File: config.mk
export PLATFORM = sky130hd
export DESIGN_NAME = tx_arbiter
export DESIGN_NICKNAME = d
export VERILOG_FILES = /design/src/rtl/tx_arbiter_pkg.sv /design/src/rtl/rr_pick.sv /design/src/rtl/tx_arbiter.sv
export SDC_FILE = /design/constraint.sdc
export NUM_CORES = 1
export LEC_CHECK = 0
export CAP_MARGIN = 5
export CORE_ASPECT_RATIO = 0.9
export CORE_MARGIN = 1
export CORE_UTILIZATION = 49
export CTS_CLUSTER_SIZE = 16
export DETAILED_ROUTE_END_ITERATION = 10
export GPL_TIMING_DRIVEN = 1
export PLACE_DENSITY = 0.75
export SLEW_MARGIN = 20
export SYNTH_ARGS = -nofsm -noshare
export SYNTH_HDL_FRONTEND = slang
export SYNTH_SLANG_ARGS = --single-unit
File: constraint.sdc
create_clock -name clk -period 2.2 [get_ports clk]
set_clock_uncertainty 0.15 [all_clocks]
set_input_delay 0.22 -clock clk [delete_from_list [all_inputs] [get_ports clk]]
set_output_delay 0.22 -clock clk [all_outputs]
set_load 0.1 [all_outputs]
File: src/rtl/tx_arbiter_pkg.sv
// Shared defines and types for the tx arbiter slice.
//
// The `define block at the top is the shared defines section for this
// slice: ADDR_SZ is the destination address width and NUM_NODES the
// number of addressable nodes on the serial link. The package turns
// ADDR_SZ into a typed constant and holds the arbiter FSM encoding.
//
// Contents:
//   ADDR_W       destination width (mirrors `ADDR_SZ)
//   arb_state_t  arbiter FSM states

`ifndef TX_ARBITER_DEFINES
`define TX_ARBITER_DEFINES
`define ADDR_SZ 4
`define NUM_NODES 16
`endif

package tx_arbiter_pkg;

  localparam int ADDR_W = `ADDR_SZ;

  typedef enum logic [1:0] {
    IDLE      = 2'd0,
    ISSUE     = 2'd1,
    WAIT_ACK  = 2'd2,
    WAIT_DONE = 2'd3
  } arb_state_t;

endpackage

File: src/rtl/rr_pick.sv
// Round-robin picker: finds the first set bit of 'full', searching
// upward from 'ptr' and wrapping at NUM_REQ.
//
// Ports:
//   full       in   NUM_REQ  candidate vector (slot full bits)
//   ptr        in   IDX_W    index where the search starts
//   winner     out  IDX_W    index of the selected candidate
//   any_valid  out  1        at least one candidate is set

module rr_pick #(
  parameter int NUM_REQ = 4,
  parameter int IDX_W   = $clog2(NUM_REQ)
) (
  input  logic [NUM_REQ-1:0] full,
  input  logic [IDX_W-1:0]   ptr,
  output logic [IDX_W-1:0]   winner,
  output logic               any_valid
);

  int               idx;
  logic [IDX_W-1:0] cand;

  // Walk the offsets from farthest to nearest so the candidate closest to
  // ptr is the last one written and therefore wins.
  always_comb begin
    // NOTE: every variable written here gets a default first so no path
    // leaves it unassigned; otherwise a latch is inferred.
    winner    = '0;
    any_valid = 1'b0;
    idx       = 0;
    cand      = '0;
    for (int k = NUM_REQ - 1; k >= 0; k--) begin
      idx = int'(ptr) + k;
      if (idx >= NUM_REQ) idx = idx - NUM_REQ;
      cand = IDX_W'(idx);
      if (full[cand]) begin
        winner    = cand;
        any_valid = 1'b1;
      end
    end
  end

endmodule

File: src/rtl/tx_arbiter.sv
// Arbitrates NUM_REQ request sources onto one shared serial transmitter.
// Each source owns a one-entry holding slot; full slots are granted in
// round-robin order, issued to tx as a one-cycle pulse, and the FSM then
// waits for tx to raise and drop tx_busy before the next grant.
//
// Ports:
//   clk          in   1                 sole clock, rising edge
//   reset        in   1                 synchronous active-high reset
//   src_req      in   NUM_REQ           per-source request pulses
//   src_data     in   NUM_REQ*ADDR_SZ   per-source destination, slice i
//   src_busy     out  NUM_REQ           slot i is full
//   tx_busy      in   1                 busy from the shared tx
//   tx_req       out  1                 registered one-cycle issue pulse
//   tx_data      out  ADDR_SZ           destination, held after issue
//   overflow     out  NUM_REQ           sticky: request hit a full slot
//   timeout_err  out  1                 sticky: tx never acknowledged

module tx_arbiter
  import tx_arbiter_pkg::*;
#(
  parameter int NUM_REQ     = 4,
  parameter int ACK_TIMEOUT = 15
) (
  input  logic                        clk,
  input  logic                        reset,
  input  logic [NUM_REQ-1:0]          src_req,
  input  logic [NUM_REQ*`ADDR_SZ-1:0] src_data,
  output logic [NUM_REQ-1:0]          src_busy,
  input  logic                        tx_busy,
  output logic                        tx_req,
  output logic [`ADDR_SZ-1:0]         tx_data,
  output logic [NUM_REQ-1:0]          overflow,
  output logic                        timeout_err
);

  localparam int IDX_W = $clog2(NUM_REQ);
  localparam int CNT_W = $clog2(ACK_TIMEOUT + 1);
  localparam logic [IDX_W-1:0] LAST_IDX = IDX_W'(NUM_REQ - 1);
  localparam logic [CNT_W-1:0] CNT_LAST = CNT_W'(ACK_TIMEOUT - 1);

  arb_state_t                       state, state_next;
  logic [NUM_REQ-1:0]               slot_full;
  logic [NUM_REQ-1:0][ADDR_W-1:0]   slot_data;
  logic [IDX_W-1:0]                 rr_ptr;
  logic [IDX_W-1:0]                 win_idx;
  logic [IDX_W-1:0]                 pick_idx;
  logic                             pick_valid;
  logic [CNT_W-1:0]                 wait_cnt;
  logic                             grant;
  logic                             ack_expired;

  assign src_busy = slot_full;

  rr_pick #(
    .NUM_REQ (NUM_REQ),
    .IDX_W   (IDX_W)
  ) u_rr_pick (
    .full      (slot_full),
    .ptr       (rr_ptr),
    .winner    (pick_idx),
    .any_valid (pick_valid)
  );

  // Next-state logic. 'grant' fires on the IDLE->ISSUE transition so the
  // registered tx_req lands exactly in the ISSUE cycle.
  always_comb begin
    state_next  = state;
    grant       = 1'b0;
    ack_expired = 1'b0;
    case (state)
      IDLE: begin
        if (pick_valid && !tx_busy) begin
          grant      = 1'b1;
          state_next = ISSUE;
        end
      end
      ISSUE: state_next = WAIT_ACK;
      WAIT_ACK: begin
        if (tx_busy) begin
          state_next = WAIT_DONE;
        end else if (wait_cnt == CNT_LAST) begin
          // This cycle is the ACK_TIMEOUT-th one spent without an ack.
          ack_expired = 1'b1;
          state_next  = IDLE;
        end
      end
      WAIT_DONE: begin
        if (!tx_busy) state_next = IDLE;
      end
      default: state_next = IDLE;
    endcase
  end

  always_ff @(posedge clk) begin
    // NOTE: all state here uses non-blocking assignments so every register
    // samples pre-edge values, independent of statement order.
    if (reset) begin
      state       <= IDLE;
      slot_full   <= '0;
      slot_data   <= '0;
      rr_ptr      <= '0;
      win_idx     <= '0;
      wait_cnt    <= '0;
      tx_req      <= 1'b0;
      tx_data     <= '0;
      overflow    <= '0;
      timeout_err <= 1'b0;
    end else begin
      state  <= state_next;
      tx_req <= grant;

      if (grant) begin
        win_idx <= pick_idx;
        rr_ptr  <= (pick_idx == LAST_IDX) ? '0 : pick_idx + 1'b1;
        tx_data <= slot_data[pick_idx];
      end

      if (state == ISSUE) begin
        wait_cnt <= '0;
      end else if (state == WAIT_ACK && !tx_busy && !ack_expired) begin
        wait_cnt <= wait_cnt + 1'b1;
      end

      if (ack_expired) timeout_err <= 1'b1;

      // The winner slot stays full through ISSUE, so a request for it in
      // the grant cycle counts as an overflow and is dropped.
      for (int i = 0; i < NUM_REQ; i++) begin
        if (state == ISSUE && win_idx == IDX_W'(i)) slot_full[i] <= 1'b0;
        if (src_req[i]) begin
          if (slot_full[i]) begin
            overflow[i] <= 1'b1;
          end else begin
            slot_full[i] <= 1'b1;
            slot_data[i] <= src_data[i*`ADDR_SZ +: `ADDR_SZ];
          end
        end
      end
    end
  end

endmodule

# Word level (Yosys, flattened, before mapping)
# Index checks and enable logic that the tools add are counted.
# Widths: inputs -> output; s select.
[totals] reg_bits=40 input_bits=23
[op_classes] addsub=9 n_lt_le_gt_ge=9 eq_ne=11 n_mux=45 bitwise_logic=4 reduce_logical=21
[op_table] cell="$mux 2" n=13
[op_table] cell="$mux 1" n=25
[op_table] cell="$reduce_and 2->1" n=8
[op_table] cell="$lt 2x3->1 const B" n=5
[op_table] cell="$eq 2x2->1 const B" n=5
[op_table] cell="$ge 3x3->1 const B" n=3
[op_table] cell="$bmux 1 s2" n=4
[op_table] cell="$bmux 4 s2" n=1
[op_table] cell="$pmux 2 s4" n=1
[op_table] cell="$sub 2x1->2 const B" n=4
[op_table] cell="$logic_and 1x1->1" n=7
[op_table] cell="$add 2x2->3 const B" n=2
[op_table] cell="$add 4x1->4 const B" n=1
[op_table] cell="$eq 2x1->1 const B" n=2
[op_table] cell="$eq 4x4->1 const B" n=1
[op_table] cell="$logic_not 2->1" n=2
[op_table] cell="$mux 4" n=1
[op_table] cell="$ne 2x2->1 const B" n=2
[op_table] cell="$not 1->1" n=4
[op_table] cell="$add 2x1->3 const B" n=1
[op_table] cell="$ge 2x3->1 const B" n=1
[op_table] cell="$ne 3x3->1 const B" n=1
[op_table] cell="$reduce_and 3->1" n=1
[op_table] cell="$add 2x1->2 const B" n=1
[op_table] cell="other kinds (2)" n=3

# Depth between registers and ports, before layout
# Gate-level depths: netlist (run 1).
[logic_depth] ltp_word=12 ltp_mapped=6 depth_no_buf=6

# Hierarchy
# A second synthesis (run 1) with hierarchy kept.
[hier_totals] hier_cells=182 hier_area_um2=1681.6
[modules_own_cells] mod="tx_arbiter" instances=1 cells_each=169 area_per_inst_um2=1604.0
[modules_own_cells] mod="rr_pick" instances=1 cells_each=13 area_per_inst_um2=77.6

# Worst setup path after synthesis (run 1)
# No wires, ideal clock.
[synth_path] path_kind="register to register" startpoint="register slot_full[2] (netlist: src_busy[2])" endpoint="register tx_data[0]" setup_time_ps=83 t_arrival_ps=2306 slack_ps=-340 path_stages_with_launch=7 path_buffers=2 period_less_slack_ps=2540 cell_sequence="dfxtp_1 -> buf_4 -> nor4_1 -> or4_1 -> buf_2 -> a211o_1 -> o221ai_1"
[synth_via] elab_chain_cells=9 elab_cells_between_ends=21 classes_between="mux (20); reduce/logical (1)"
[synth_rtl] item="start, declared" line="tx_arbiter.sv:42" text="logic [NUM_REQ-1:0] slot_full;"
[synth_rtl] item="start signal, assigned" line="tx_arbiter.sv:99" text="slot_full <= '0;"
[synth_rtl] item="start signal, assigned by index" line="tx_arbiter.sv:129" text="if (state == ISSUE && win_idx == IDX_W'(i)) slot_full[i] <= 1'b0;"
[synth_rtl] item="start signal, assigned by index" line="tx_arbiter.sv:134" text="slot_full[i] <= 1'b1;"
[synth_rtl] item="$bmux 1 s2" line="rr_pick.sv:36" text="if (full[cand]) begin"
[synth_rtl] item="$mux 1 (not written as such)" line="rr_pick.sv:36"
[synth_rtl] item="$mux 1 (4 in a row)" line="rr_pick.sv:36"
[synth_rtl] item="$logic_and 1x1->1" line="tx_arbiter.sv:72" text="if (pick_valid && !tx_busy) begin"
[synth_rtl] item="$mux 1" line="tx_arbiter.sv:72"
[synth_rtl] item="$mux 1" line="tx_arbiter.sv:70" text="case (state)"
[synth_rtl] item="end signal, assigned" line="tx_arbiter.sv:115" text="tx_data <= slot_data[pick_idx];"
[synth_rtl] item="end, declared" line="tx_arbiter.sv:31" text="output logic [`ADDR_SZ-1:0] tx_data,"
# Parallel ways exist; a longest one is shown, timed or not. The select of a mux whose other input is x is not followed.
# A chain may end at the register's enable or synchronous reset.

# Worst setup path in the final report (run 1)
[layout_path] startpoint="register slot_full[2] (netlist: src_busy[2])" endpoint="register tx_data[1]"
# Same word-level chain as after synthesis.

==> metrics.sh, run 1 <==
GLOBAL_ROUTE.USAGE.TOTAL=0.220
DIE_W_UM=64.1
ANTENNA-DIODE-COUNT=0
R2R_SLACK_PS=320
CPMAXSTAGEDELAYCELL='sky130_fd_sc_hd__or4_1'
DETAIL_ROUTE.DRC_VIOLATIONS=0
POST_CTS_RESIZE_COUNT=0
PATH_CLASS='reg -> reg'
YS_ASYNC_SR_FRACTION=0
ANTENNA_FOUND_INITIAL=0
YS_TYPES=37
DETAILEDPLACEMENTHPWL_UM=2660
PLACE_AREA_UM2=2060
NETLIST_TOP_CELLS_AREA='sky130_fd_sc_hd__dfxtp_1 47%, sky130_fd_sc_hd__mux2i_1 15%, sky130_fd_sc_hd__nor2_1 7.3%'
ENDPOINT_KIND='flip-flop'
SETUP_REPAIR_AFTER_GLOBAL_ROUTING_MISSED_ITS_MARGIN='no'
FINISH.INSTANCE_AREA_UM2=2150
WIRE_LENGTH_OF_THE_FIRST_GLOBAL_ROUTING_PASS_UM=6140
CRITICAL_PATH.STARTPOINT_TYPE='flip-flop'
CTS_NUM_SINKS=40
ROUTED_VIA_DENSITY=5.54
POSTCTSSETUPREPAIRBUFS=0
SYNTHESIS.NETS=206
TIMING.FMAX_GHz=0.533
ANT_NETS=0
POST_SYNTH_INSTANCE_AREA_UM2=1700
YS_WARN_COUNT=0
HOLD-WORST-SLACK_PS=323
SYNTH.YOSYS.SEQ_AREA_SHARE=0.472
DP_CELLS=251
DIE-AREA_UM2=3700
LAYOUT_SETUP_WS_PS=324
POSTCTSHOLDBUFS=0
TIGHTESTPINTRANSITION_PS=583
CRITICAL_PATH_PEAK_FANOUT=10
POWER.LEAKAGE_nW=0.894
PORT-BUFFER-COUNT=36
MASTER_CELL_OF_THE_CLOCK_ROOT_BUFFER='sky130_fd_sc_hd__clkbuf_8'
YS_SEQ_ELEMENTS=40
SLOWEST_DELAY_PS=560
POST_LAYOUT_NONFILLER_INSTANCES=259
AREAGROWTHSYNTHTOFINISH_PCT=26.5
DRT-PASS1-ITER-COUNT=4
IOPINCOUNT=37
GRT_PASS1_VIAS=1375
TIMING.SETUP.TNS_PS=0
LAYOUT_COMMON_CELLS='36 x sky130_fd_sc_hd__dfxtp_1, 33 x sky130_fd_sc_hd__nor2_1, 25 x sky130_fd_sc_hd__mux2i_1, 22 x sky130_fd_sc_hd__clkdlybuf4s50_1, 18 x sky130_fd_sc_hd__buf_4'
FP-ROW-COUNT=19
LARGEST_NET_DEGREE_AT_THE_START_OF_GLOBAL_ROUTING=38
NUMBER_OF_SYNTHESIZED_FLOPS_WITH_AN_ENABLE_PIN=0
CTS_BUFFERS=5
FINAL_MAX_SLEW_VIOL_COUNT=0
PLACE_CONGESTION=0.839
MIN-DELAY-PATH-CLASS='reg -> reg'
CP_CELL_SEQUENCE='nor4_1 -> or4_1 -> a211o_1 -> o221ai_1'
SYNTHDOMINANTAREACELLTYPE='sky130_fd_sc_hd__dfxtp_1'
CTS-ROOT-TO-SINK-BUFFERS=2
POST_DRT_WL_PER_CELL_UM=14.1
FINALCOREUTILIZATION=0.674
WORST_SLEW_MARGIN_REL=0.610
CTS.HTREE.LEVELS=2
REPORT.FINAL.HOLD_VIOL_COUNT=0
WORSTPATHREQUIRED_PS=2260
POWER.IR.VDD_WORST_mV=0.530
CLOCK_SLEW_AT_THE_REGISTER_CLOCK_PINS_OF_THE_WORST_SETUP_AND_HOLD_PATHS_PS=80
FINAL_NET_COUNT=241
FINAL_MIN_PERIOD_OVER_CLOCK_PERIOD=0.853
POWER.DENSITY_CELL_AREA_nW_PER_UM2=798
DESIGN_POWER_TOTAL_mW=1.71
DIE_HEIGHT_UM=57.8
CLK_LATENCY_PS=290
POST-SYNTH-TOP-AREA-FRACTION=0.472
AVGSYNTHCELLAREA_UM2=9.38
STATUS='complete, no violations'
ROUTED_WIRELENGTH_UM=3660
REPORT.FINAL.SETUP_VIOL=0
MOSTFREQUENTLAYOUTCELL='sky130_fd_sc_hd__dfxtp_1'
ITERATION_0_DRC_COUNT_OF_THE_DETAILED_ROUTER=164
START_UTIL=0.533
SYNTHFLOPTYPE='sky130_fd_sc_hd__dfxtp_1'
PRE_CTS_WS_PS=101
CORE-AREA_UM2=3190
MAXCAPVIOLATIONS=0
FINAL_LAYOUT_SIZE_SUFFIX_GT1_FRAC=0.129
FINALWORSTPATHREQUIREDPERIOD_PS=1880
DATA_ARRIVAL_TIME_AT_THE_WORST_SLACK_ENDPOINT_PS=1940
NUM_VIAS=1435
CTS_TREE='yes'
GRT_REMAINING_OVERFLOW=0
SYN-INSTANCE-COUNT=181
worst max-delay path: cells and delay by family, from the launching register on:
family | cells | cell delay [ps]
AO/OA/AOI/OAI | 2 | 540
flip-flops | 1 | 430
AND/OR/NAND/NOR | 2 | 670
registers in the layout (all words and copies together) (netlist names):
signal and cells:
timeout_err 1, wait_cnt 4, src_busy 4, rr_ptr 2, slot_data 16, tx_req 1, win_idx 2, tx_data 4
overflow 4, state 2
layout make-up:
type	instances	area [um^2]
Clock buffer	8	90.1
Fill cell	271	1040
Inverter	3	11.3
Multi-Input combinational cell	126	832
Sequential cell	40	806
Tap cell	42	52.6
Timing Repair Buffer	40	355
report_power, final:
group / switching (mW) / total (mW) / internal [mW]
Combinational: 0.244 / 0.392 / 0.148
Clock: 0.244 / 0.500 / 0.256
Sequential: 0.0469 / 0.821 / 0.774
routing by layer:
layer | track usage | up-vias | part of all wire
met2 | 0.362 | 41 | 0.48
met4 | 0.101 | 0 | 0.011
met3 | 0.0650 | 6 | 0.043
met5 | 0 | - | 0
li1 | - | 704 | -
met1 | 0.267 | 684 | 0.47
cell usage after synthesis, types with 3 or more instances:
cell type                  number
sky130_fd_sc_hd__dfxtp_1       40
sky130_fd_sc_hd__nor2_1        33
sky130_fd_sc_hd__mux2i_1       25
sky130_fd_sc_hd__a21oi_1       11
sky130_fd_sc_hd__clkbuf_1       9
sky130_fd_sc_hd__nand2_1        5
sky130_fd_sc_hd__nand3_1        5
sky130_fd_sc_hd__o221ai_1       5
sky130_fd_sc_hd__nand3b_1       4
sky130_fd_sc_hd__nor2b_1        4
sky130_fd_sc_hd__and3_1         3
sky130_fd_sc_hd__inv_1          3
worst paths after layout:
kind	startpoint	to	cells past startpoint
max	src_busy[2]$_SDFF_PP0_	tx_data[1]$_SDFFE_PP0P_	4
min	overflow[1]$_SDFFE_PP0P_	overflow[1]$_SDFFE_PP0P_	2
max reg2reg	src_busy[2]$_SDFF_PP0_	tx_data[1]$_SDFFE_PP0P_	4
min reg2reg	overflow[1]$_SDFFE_PP0P_	overflow[1]$_SDFFE_PP0P_	2
cells by family (layout without fill, tap and decap cells):
kind of cell | count (synthesis) | count (layout) | share of synthesized area
simple gates | 69 | 69 | 0.203
flops | 40 | 40 | 0.472
compound gates | 27 | 27 | 0.109
mux | 25 | 25 | 0.147
buf+inv | 15 | 51 | 0.0383
xor+xnor | 3 | 3 | 0.0155
fa+ha+maj | 2 | 2 | 0.0147
(Power assumes the default switching activity.)
==> run 2: changes to the inputs <==
--- a/config.mk
+++ b/config.mk
@@ -13,7 +13,9 @@
 export DETAILED_ROUTE_END_ITERATION = 10
 export GPL_TIMING_DRIVEN = 1
 export PLACE_DENSITY = 0.75
+export SETUP_SLACK_MARGIN = 0.2
 export SLEW_MARGIN = 20
 export SYNTH_ARGS = -nofsm -noshare
 export SYNTH_HDL_FRONTEND = slang
+export SYNTH_HIERARCHICAL = 1
 export SYNTH_SLANG_ARGS = --single-unit
==> metrics.sh, run 2 <==
START_UTIL=0.532
WIRE_LENGTH_OF_THE_FIRST_GLOBAL_ROUTING_PASS_UM=6050
YS_WARN_COUNT=6
GLOBAL_ROUTE.USAGE.TOTAL=0.221
POSTCTSHOLDBUFS=0
TIGHTESTPINTRANSITION_PS=582
DETAIL_ROUTE.DRC_VIOLATIONS=0
NETLIST_TOP_CELLS_AREA='sky130_fd_sc_hd__dfxtp_1 48%, sky130_fd_sc_hd__mux2i_1 10%, sky130_fd_sc_hd__nor2_1 6.7%'
CTS_BUFFERS=5
SYNTH.YOSYS.SEQ_AREA_SHARE=0.476
POWER.LEAKAGE_nW=0.845
CLOCK_SLEW_AT_THE_REGISTER_CLOCK_PINS_OF_THE_WORST_SETUP_AND_HOLD_PATHS_PS=70
DATA_ARRIVAL_TIME_AT_THE_WORST_SLACK_ENDPOINT_PS=1920
POWER.IR.VDD_WORST_mV=0.501
SYNTHESIS.NETS=208
LAYOUT_COMMON_CELLS='35 x sky130_fd_sc_hd__dfxtp_1, 29 x sky130_fd_sc_hd__nor2_1, 22 x sky130_fd_sc_hd__clkdlybuf4s50_1, 20 x sky130_fd_sc_hd__buf_4'
CRITICAL_PATH.STARTPOINT_TYPE='flip-flop'
P_COMB_FRAC=0.228
ANT_NETS=0
MIN-DELAY-PATH-CLASS='reg -> reg'
GRT_REMAINING_OVERFLOW=0
IOPINCOUNT=37
LARGEST_NET_DEGREE_AT_THE_START_OF_GLOBAL_ROUTING=16
R2R_SLACK_PS=340
WORST_SLEW_MARGIN_REL=0.611
ANTENNA_FOUND_INITIAL=0
R2R_START='src_busy[3]$_SDFF_PP0_'
MOSTFREQUENTLAYOUTCELL='sky130_fd_sc_hd__dfxtp_1'
CTS_TREE='yes'
CP_CELL_SEQUENCE='nand2b_1 -> a211oi_1 -> nor2_2 -> ha_1 -> or3_1 -> a21oi_1'
SW_FRAC_OF_TOTAL=0.301
CRITICAL_PATH.REG2REG.ENDPOINT='rr_ptr[0]$_SDFFE_PP0P_'
POST_CTS_RESIZE_COUNT=0
MASTER_CELL_OF_THE_CLOCK_ROOT_BUFFER='sky130_fd_sc_hd__clkbuf_8'
SYNTHDOMINANTAREACELLTYPE='sky130_fd_sc_hd__dfxtp_1'
WORST_HOLD_ENDPOINT='tx_data[0]$_SDFFE_PP0P_'
FP-ROW-COUNT=19
STATUS='complete, no violations'
ITERATION_0_DRC_COUNT_OF_THE_DETAILED_ROUTER=75
FINALCOREUTILIZATION=0.679
POST_DRT_WL_PER_CELL_UM=14.0
SEQPWRFRAC=0.505
FINAL_MAX_SLEW_VIOL_COUNT=0
FINAL_MIN_PERIOD_OVER_CLOCK_PERIOD=0.846
HOLD-WORST-SLACK_PS=313
MIN_FROM='tx_data[0]$_SDFFE_PP0P_'
DIE_W_UM=63.8
WORST-R2R-CELL-COUNT=6
POST_SYNTH_INSTANCE_AREA_UM2=1680
LARGEST_REG_FLOPS=16
CLK_LATENCY_PS=280
REPORT.FINAL.HOLD_VIOL_COUNT=0
CPMAXSTAGEDELAYCELL='sky130_fd_sc_hd__dfxtp_4'
GRT_PASS1_VIAS=1380
YS_ASYNC_SR_FRACTION=0
DETAILEDPLACEMENTHPWL_UM=2710
MAX_FLOP_REGISTER='slot_data'
AVGSYNTHCELLAREA_UM2=9.24
YOSYSMOSTFREQUENTCELL='sky130_fd_sc_hd__dfxtp_1'
REPORT.FINAL.SETUP_VIOL=0
PLACE_CONGESTION=0.778
CRITICAL_PATH_PEAK_FANOUT=9
DIE-AREA_UM2=3670
SYN-INSTANCE-COUNT=182
NUMBER_OF_SYNTHESIZED_FLOPS_WITH_AN_ENABLE_PIN=0
WORSTPATHREQUIRED_PS=2260
SYNTH_TOP_CELLS_BY_COUNT='40 x sky130_fd_sc_hd__dfxtp_1, 30 x sky130_fd_sc_hd__nor2_1, 19 x sky130_fd_sc_hd__a21oi_1, 19 x sky130_fd_sc_hd__nand2_1, 17 x sky130_fd_sc_hd__mux2i_1'
CTS-ROOT-TO-SINK-BUFFERS=2
SETUP_REPAIR_AFTER_GLOBAL_ROUTING_MISSED_ITS_MARGIN='no'
CTS.HTREE.LEVELS=2
DIE_HEIGHT_UM=57.6
POSTCTSSETUPREPAIRBUFS=0
CRITPATHTOPFAMILY='simple AND/OR/NAND/NOR gates'
TIMING.SETUP.TNS_PS=0
PLACE_AREA_UM2=2070
NUM_VIAS=1429
FINAL_NET_COUNT=245
INTPOWER_mW=1.12
TIMING.CRITICAL_PATH.BUF_INV=0
CORE-AREA_UM2=3160
POST-SYNTH-TOP-AREA-FRACTION=0.476
LAYOUT_SETUP_WS_PS=339
DRT-PASS1-ITER-COUNT=4
PORT-BUFFER-COUNT=36
PATH_CLASS='reg -> reg'
SLOWEST_DELAY_PS=370
POWER.DENSITY_CELL_AREA_nW_PER_UM2=749
YS_TYPES=31
AREAGROWTHSYNTHTOFINISH_PCT=27.7
YS_SEQ_ELEMENTS=40
ANTENNA-DIODE-COUNT=0
FINISH.INSTANCE_AREA_UM2=2150
ROUTED_VIA_DENSITY=5.50
CLOCKPOWERSHARE=0.267
ROUTED_WIRELENGTH_UM=3640
FINALWORSTPATHREQUIREDPERIOD_PS=1860
HOLDPATHSTAGES=2
TIMING.FMAX_GHz=0.537
PRE_CTS_WS_PS=244
FINAL_LAYOUT_SIZE_SUFFIX_GT1_FRAC=0.165
CTS_NUM_SINKS=40
SYNTHFLOPTYPE='sky130_fd_sc_hd__dfxtp_1'
SWITCHING_POWER_uW=485
MAXCAPVIOLATIONS=0
ENDPOINT_KIND='flip-flop'
FILLER_CELL_COUNT=274
run 2: per-stage QoR:
stage	instances	power, mW
floorplan	182	1.08
global placement	254	1.18
detailed placement	254	1.19
CTS	260	1.63
global route	260	1.69
finish	260	1.61
run 2: worst min-delay path, stage by stage, from the launching register on:
cell and delay (ps):
sky130_fd_sc_hd__dfxtp_1 310, sky130_fd_sc_hd__nand2_1 50, sky130_fd_sc_hd__a21oi_1 50
run 2: cell families after synthesis:
logic type | after synthesis | share of synthesized area
mux | 21 | 0.155
flops | 40 | 0.476
simple gates | 72 | 0.202
compound gates | 32 | 0.113
buf+inv | 14 | 0.0320
fa+ha+maj | 3 | 0.0223
run 2: layer usage:
metal  part of all wire  global-route usage  vias up
li1                   -                   -      700
met1               0.43               0.263      684
met2               0.51               0.384       43
met3              0.043              0.0600        2
met4             0.0074              0.0779        0
met5                  0                   0        -
run 2: power by group through the flow:
stage          Sequential (mW)  Clock, mW  Combinational [mW]
2_1_floorplan            0.926          0               0.152
3_3_place_gp             0.824          0               0.359
3_5_place_dp             0.828          0               0.366
4_1_cts                  0.811      0.447               0.368
5_1_grt                  0.818      0.479               0.393
6_report                 0.813      0.429               0.367
run 2: cell type report:
class                           count  area [um^2]  area share
Sequential cell                    40          815       0.379
Tap cell                           42         52.6      0.0245
Timing Repair Buffer               42          370       0.172
Multi-Input combinational cell    128          830       0.386
Clock buffer                        6         72.6      0.0338
Inverter                            2         7.51     0.00350
run 2: worst max-delay path by stage:
stage	start	endpoint	cells after the start
3_3_place_gp	tx_busy	rr_ptr[0]$_SDFFE_PP0P_	4
6_report	src_busy[3]$_SDFF_PP0_	rr_ptr[0]$_SDFFE_PP0P_	6
5_1_grt	rr_ptr[1]$_SDFFE_PP0P_	tx_data[3]$_SDFFE_PP0P_	7
3_5_place_dp	rr_ptr[0]$_SDFFE_PP0P_	tx_data[3]$_SDFFE_PP0P_	6
2_1_floorplan	src_busy[3]$_SDFF_PP0_	tx_data[1]$_SDFFE_PP0P_	6
4_1_cts	rr_ptr[0]$_SDFFE_PP0P_	tx_data[3]$_SDFFE_PP0P_	6
==> run 3: changes to the inputs <==
--- a/config.mk
+++ b/config.mk
@@ -8,11 +8,11 @@
 export CAP_MARGIN = 5
 export CORE_ASPECT_RATIO = 0.9
 export CORE_MARGIN = 1
-export CORE_UTILIZATION = 49
+export CORE_UTILIZATION = 44
 export CTS_CLUSTER_SIZE = 16
 export DETAILED_ROUTE_END_ITERATION = 10
 export GPL_TIMING_DRIVEN = 1
-export PLACE_DENSITY = 0.75
+export PLACE_DENSITY = 0.71
 export SETUP_SLACK_MARGIN = 0.2
 export SLEW_MARGIN = 20
 export SYNTH_ARGS = -nofsm -noshare
==> constraint.sdc (replaced) <==
create_clock -name clk -period 1.6 [get_ports clk]
set_clock_uncertainty 0.15 [all_clocks]
set_input_delay 0.16 -clock clk [delete_from_list [all_inputs] [get_ports clk]]
set_output_delay 0.16 -clock clk [all_outputs]
set_load 0.1 [all_outputs]
==> metrics.sh, run 3 (synthesized netlist as in run 2, its figures left out) <==
CRITICAL_PATH_PEAK_FANOUT=7
CTS_BUFFERS=5
POWER.LEAKAGE_nW=1.05
ANTENNA-DIODE-COUNT=0
CRITICAL_PATH.STARTPOINT_TYPE='flip-flop'
FINALCOREUTILIZATION=0.770
ANT_NETS=0
FINALWORSTPATHREQUIREDPERIOD_PS=1790
ENDPOINT_KIND='flip-flop'
STATUS='finished with violations'
CTS_TREE='yes'
CLOCKPOWERSHARE=0.290
START_UTIL=0.480
SEQPWRFRAC=0.431
WORST_SLEW_MARGIN_REL=0.807
FINAL_MAX_SLEW_VIOL_COUNT=0
MOSTFREQUENTLAYOUTCELL='sky130_fd_sc_hd__dfxtp_1'
ROUTED_WIRELENGTH_UM=4690
FINAL_MIN_PERIOD_OVER_CLOCK_PERIOD=1.12
CLOCK_SLEW_AT_THE_REGISTER_CLOCK_PINS_OF_THE_WORST_SETUP_AND_HOLD_PATHS_PS=80
DETAIL_ROUTE.DRC_VIOLATIONS=0
ANTENNA_FOUND_INITIAL=0
MAX_FLOP_REGISTER='slot_data'
CTS-ROOT-TO-SINK-BUFFERS=2
SWITCHING_POWER_uW=808
FINAL_LAYOUT_SIZE_SUFFIX_GT1_FRAC=0.389
DESIGN_POWER_TOTAL_mW=2.62
LAYOUT_COMMON_CELLS='31 x sky130_fd_sc_hd__dfxtp_1, 26 x sky130_fd_sc_hd__nor2_1, 22 x sky130_fd_sc_hd__clkdlybuf4s50_1, 19 x sky130_fd_sc_hd__buf_4, 16 x sky130_fd_sc_hd__mux2i_1'
POWER.DENSITY_CELL_AREA_nW_PER_UM2=970
PLACE_CONGESTION=0.783
DP_CELLS=269
DRT-PASS1-ITER-COUNT=4
DIE_HEIGHT_UM=60.7
VIOLATIONS='setup timing'
REPORT.FINAL.SETUP_VIOL=7
GRTUSAGEMET3=0.0564
PATH_CLASS='reg -> reg'
DATA_ARRIVAL_TIME_AT_THE_WORST_SLACK_ENDPOINT_PS=1830
HOLDPATHSTAGES=3
MASTER_CELL_OF_THE_CLOCK_ROOT_BUFFER='sky130_fd_sc_hd__clkbuf_8'
DETAILEDPLACEMENTHPWL_UM=3070
FINAL_NET_COUNT=264
FILLER_CELL_COUNT=215
LARGEST_NET_DEGREE_AT_THE_START_OF_GLOBAL_ROUTING=16
IOPINCOUNT=37
MET1_GLOBAL_ROUTE_USAGE=0.253
MAXCAPVIOLATIONS=0
ROUTED_VIA_DENSITY=5.49
GRT_REMAINING_OVERFLOW=0
WORSTPATHREQUIRED_PS=1640
MET2_USAGE=0.424
POST_DRT_WL_PER_CELL_UM=16.6
DIE_W_UM=67.2
FP-ROW-COUNT=20
TIMING.FMAX_GHz=0.559
GLOBAL_ROUTE.USAGE.TOTAL=0.233
POWER.IR.VDD_WORST_mV=0.729
WIRE_LENGTH_OF_THE_FIRST_GLOBAL_ROUTING_PASS_UM=6710
SETUP_REPAIR_AFTER_GLOBAL_ROUTING_MISSED_ITS_MARGIN='yes'
REPORT.FINAL.HOLD_VIOL_COUNT=0
ITERATION_0_DRC_COUNT_OF_THE_DETAILED_ROUTER=96
AREAGROWTHSYNTHTOFINISH_PCT=60.3
POSTCTSHOLDBUFS=0
NUM_VIAS=1555
SW_FRAC_OF_TOTAL=0.309
CLK_LATENCY_PS=300
PORT-BUFFER-COUNT=36
WORST-R2R-CELL-COUNT=7
LARGEST_REG_FLOPS=16
CTS.HTREE.LEVELS=2
LAYOUT_SETUP_WS_PS=-190
MIN-DELAY-PATH-CLASS='in -> reg'
P_COMB_FRAC=0.279
TIGHTESTPINTRANSITION_PS=289
BUSIEST_LAYER='met2'
CORE-AREA_UM2=3500
POST_LAYOUT_NONFILLER_INSTANCES=283
GRT_PASS1_VIAS=1472
CTS_NUM_SINKS=40
DIE-AREA_UM2=4070
INTPOWER_mW=1.81
-- run 3: cell types whose count changed in the layout (fill, tap and decap cells not counted), moves of 4 or more --
cell / before / now
sky130_fd_sc_hd__a21oi_1: 19 / 11
sky130_fd_sc_hd__buf_12: 0 / 15
sky130_fd_sc_hd__buf_6: 0 / 5
sky130_fd_sc_hd__or3_1: 5 / 1
sky130_fd_sc_hd__nand2_1: 19 / 14
sky130_fd_sc_hd__a21oi_2: 0 / 8
sky130_fd_sc_hd__or3_4: 0 / 4
sky130_fd_sc_hd__dfxtp_1: 35 / 31
-- run 3: repair_timing --
action | CTS | global route
gates resized for setup | 15 | 30
setup endpoints to repair | 14 | 18
setup buffers | 1 | 4
pin swaps | 7 | 5
cloned | 1 | 0
-- run 3: per-layer routing --
layer | routed length (um) | vias up
li1 | - | 743
met5 | 0 | -
met1 | 1930 | 747
met4 | 97 | 0
met3 | 205 | 12
met2 | 2460 | 53
-- run 3: cell type report --
cell class	count	area, um^2	share of cell area
well taps	44	55.1	0.0204
inverters	2	7.51	0.00278
clock buffers	7	97.6	0.0362
flip-flops and latches	40	825	0.306
repair buffers	61	719	0.267
multi-input cells	128	987	0.366
clock inverters	1	5.00	0.00186
-- run 3: worst max-delay path, stage by stage (launching register included) --
cell and delay (ps):
sky130_fd_sc_hd__dfxtp_4 380, sky130_fd_sc_hd__nand2b_4 130, sky130_fd_sc_hd__a21oi_2 60, sky130_fd_sc_hd__a211oi_2 160, sky130_fd_sc_hd__buf_6 170, sky130_fd_sc_hd__mux4_2 510, sky130_fd_sc_hd__nand2_2 70, sky130_fd_sc_hd__a21oi_1 50
-- run 3: worst paths after layout --
path                          start                 endpoint  slack, ps
min reg2reg  rr_ptr[0]$_SDFFE_PP0P_   rr_ptr[0]$_SDFFE_PP0P_        360
min                      src_req[2]   src_busy[2]$_SDFF_PP0_        320
max          rr_ptr[1]$_SDFFE_PP0P_  tx_data[0]$_SDFFE_PP0P_       -190
max reg2reg  rr_ptr[1]$_SDFFE_PP0P_  tx_data[0]$_SDFFE_PP0P_       -190
-- run 3: metrics by stage --
stage	cell area (um^2)	setup TNS, ps	worst slack [ps]	hold WS [ps]
after floorplan	1730	-2430	-408	150
after global placement	2370	-1690	-193	328
after detailed placement	2370	-2240	-252	340
after CTS	2540	-815	-178	319
after global routing	2700	-1310	-259	336
final	2700	-1010	-190	321
-- run 3: power by group through the flow --
stage	clock network (mW)	registers [mW]	logic, mW
3_5_place_dp	0	1.14	0.611
5_1_grt	0.814	1.13	0.766
3_3_place_gp	0	1.13	0.599
6_report	0.759	1.13	0.729
4_1_cts	0.766	1.12	0.641
2_1_floorplan	0	1.28	0.220
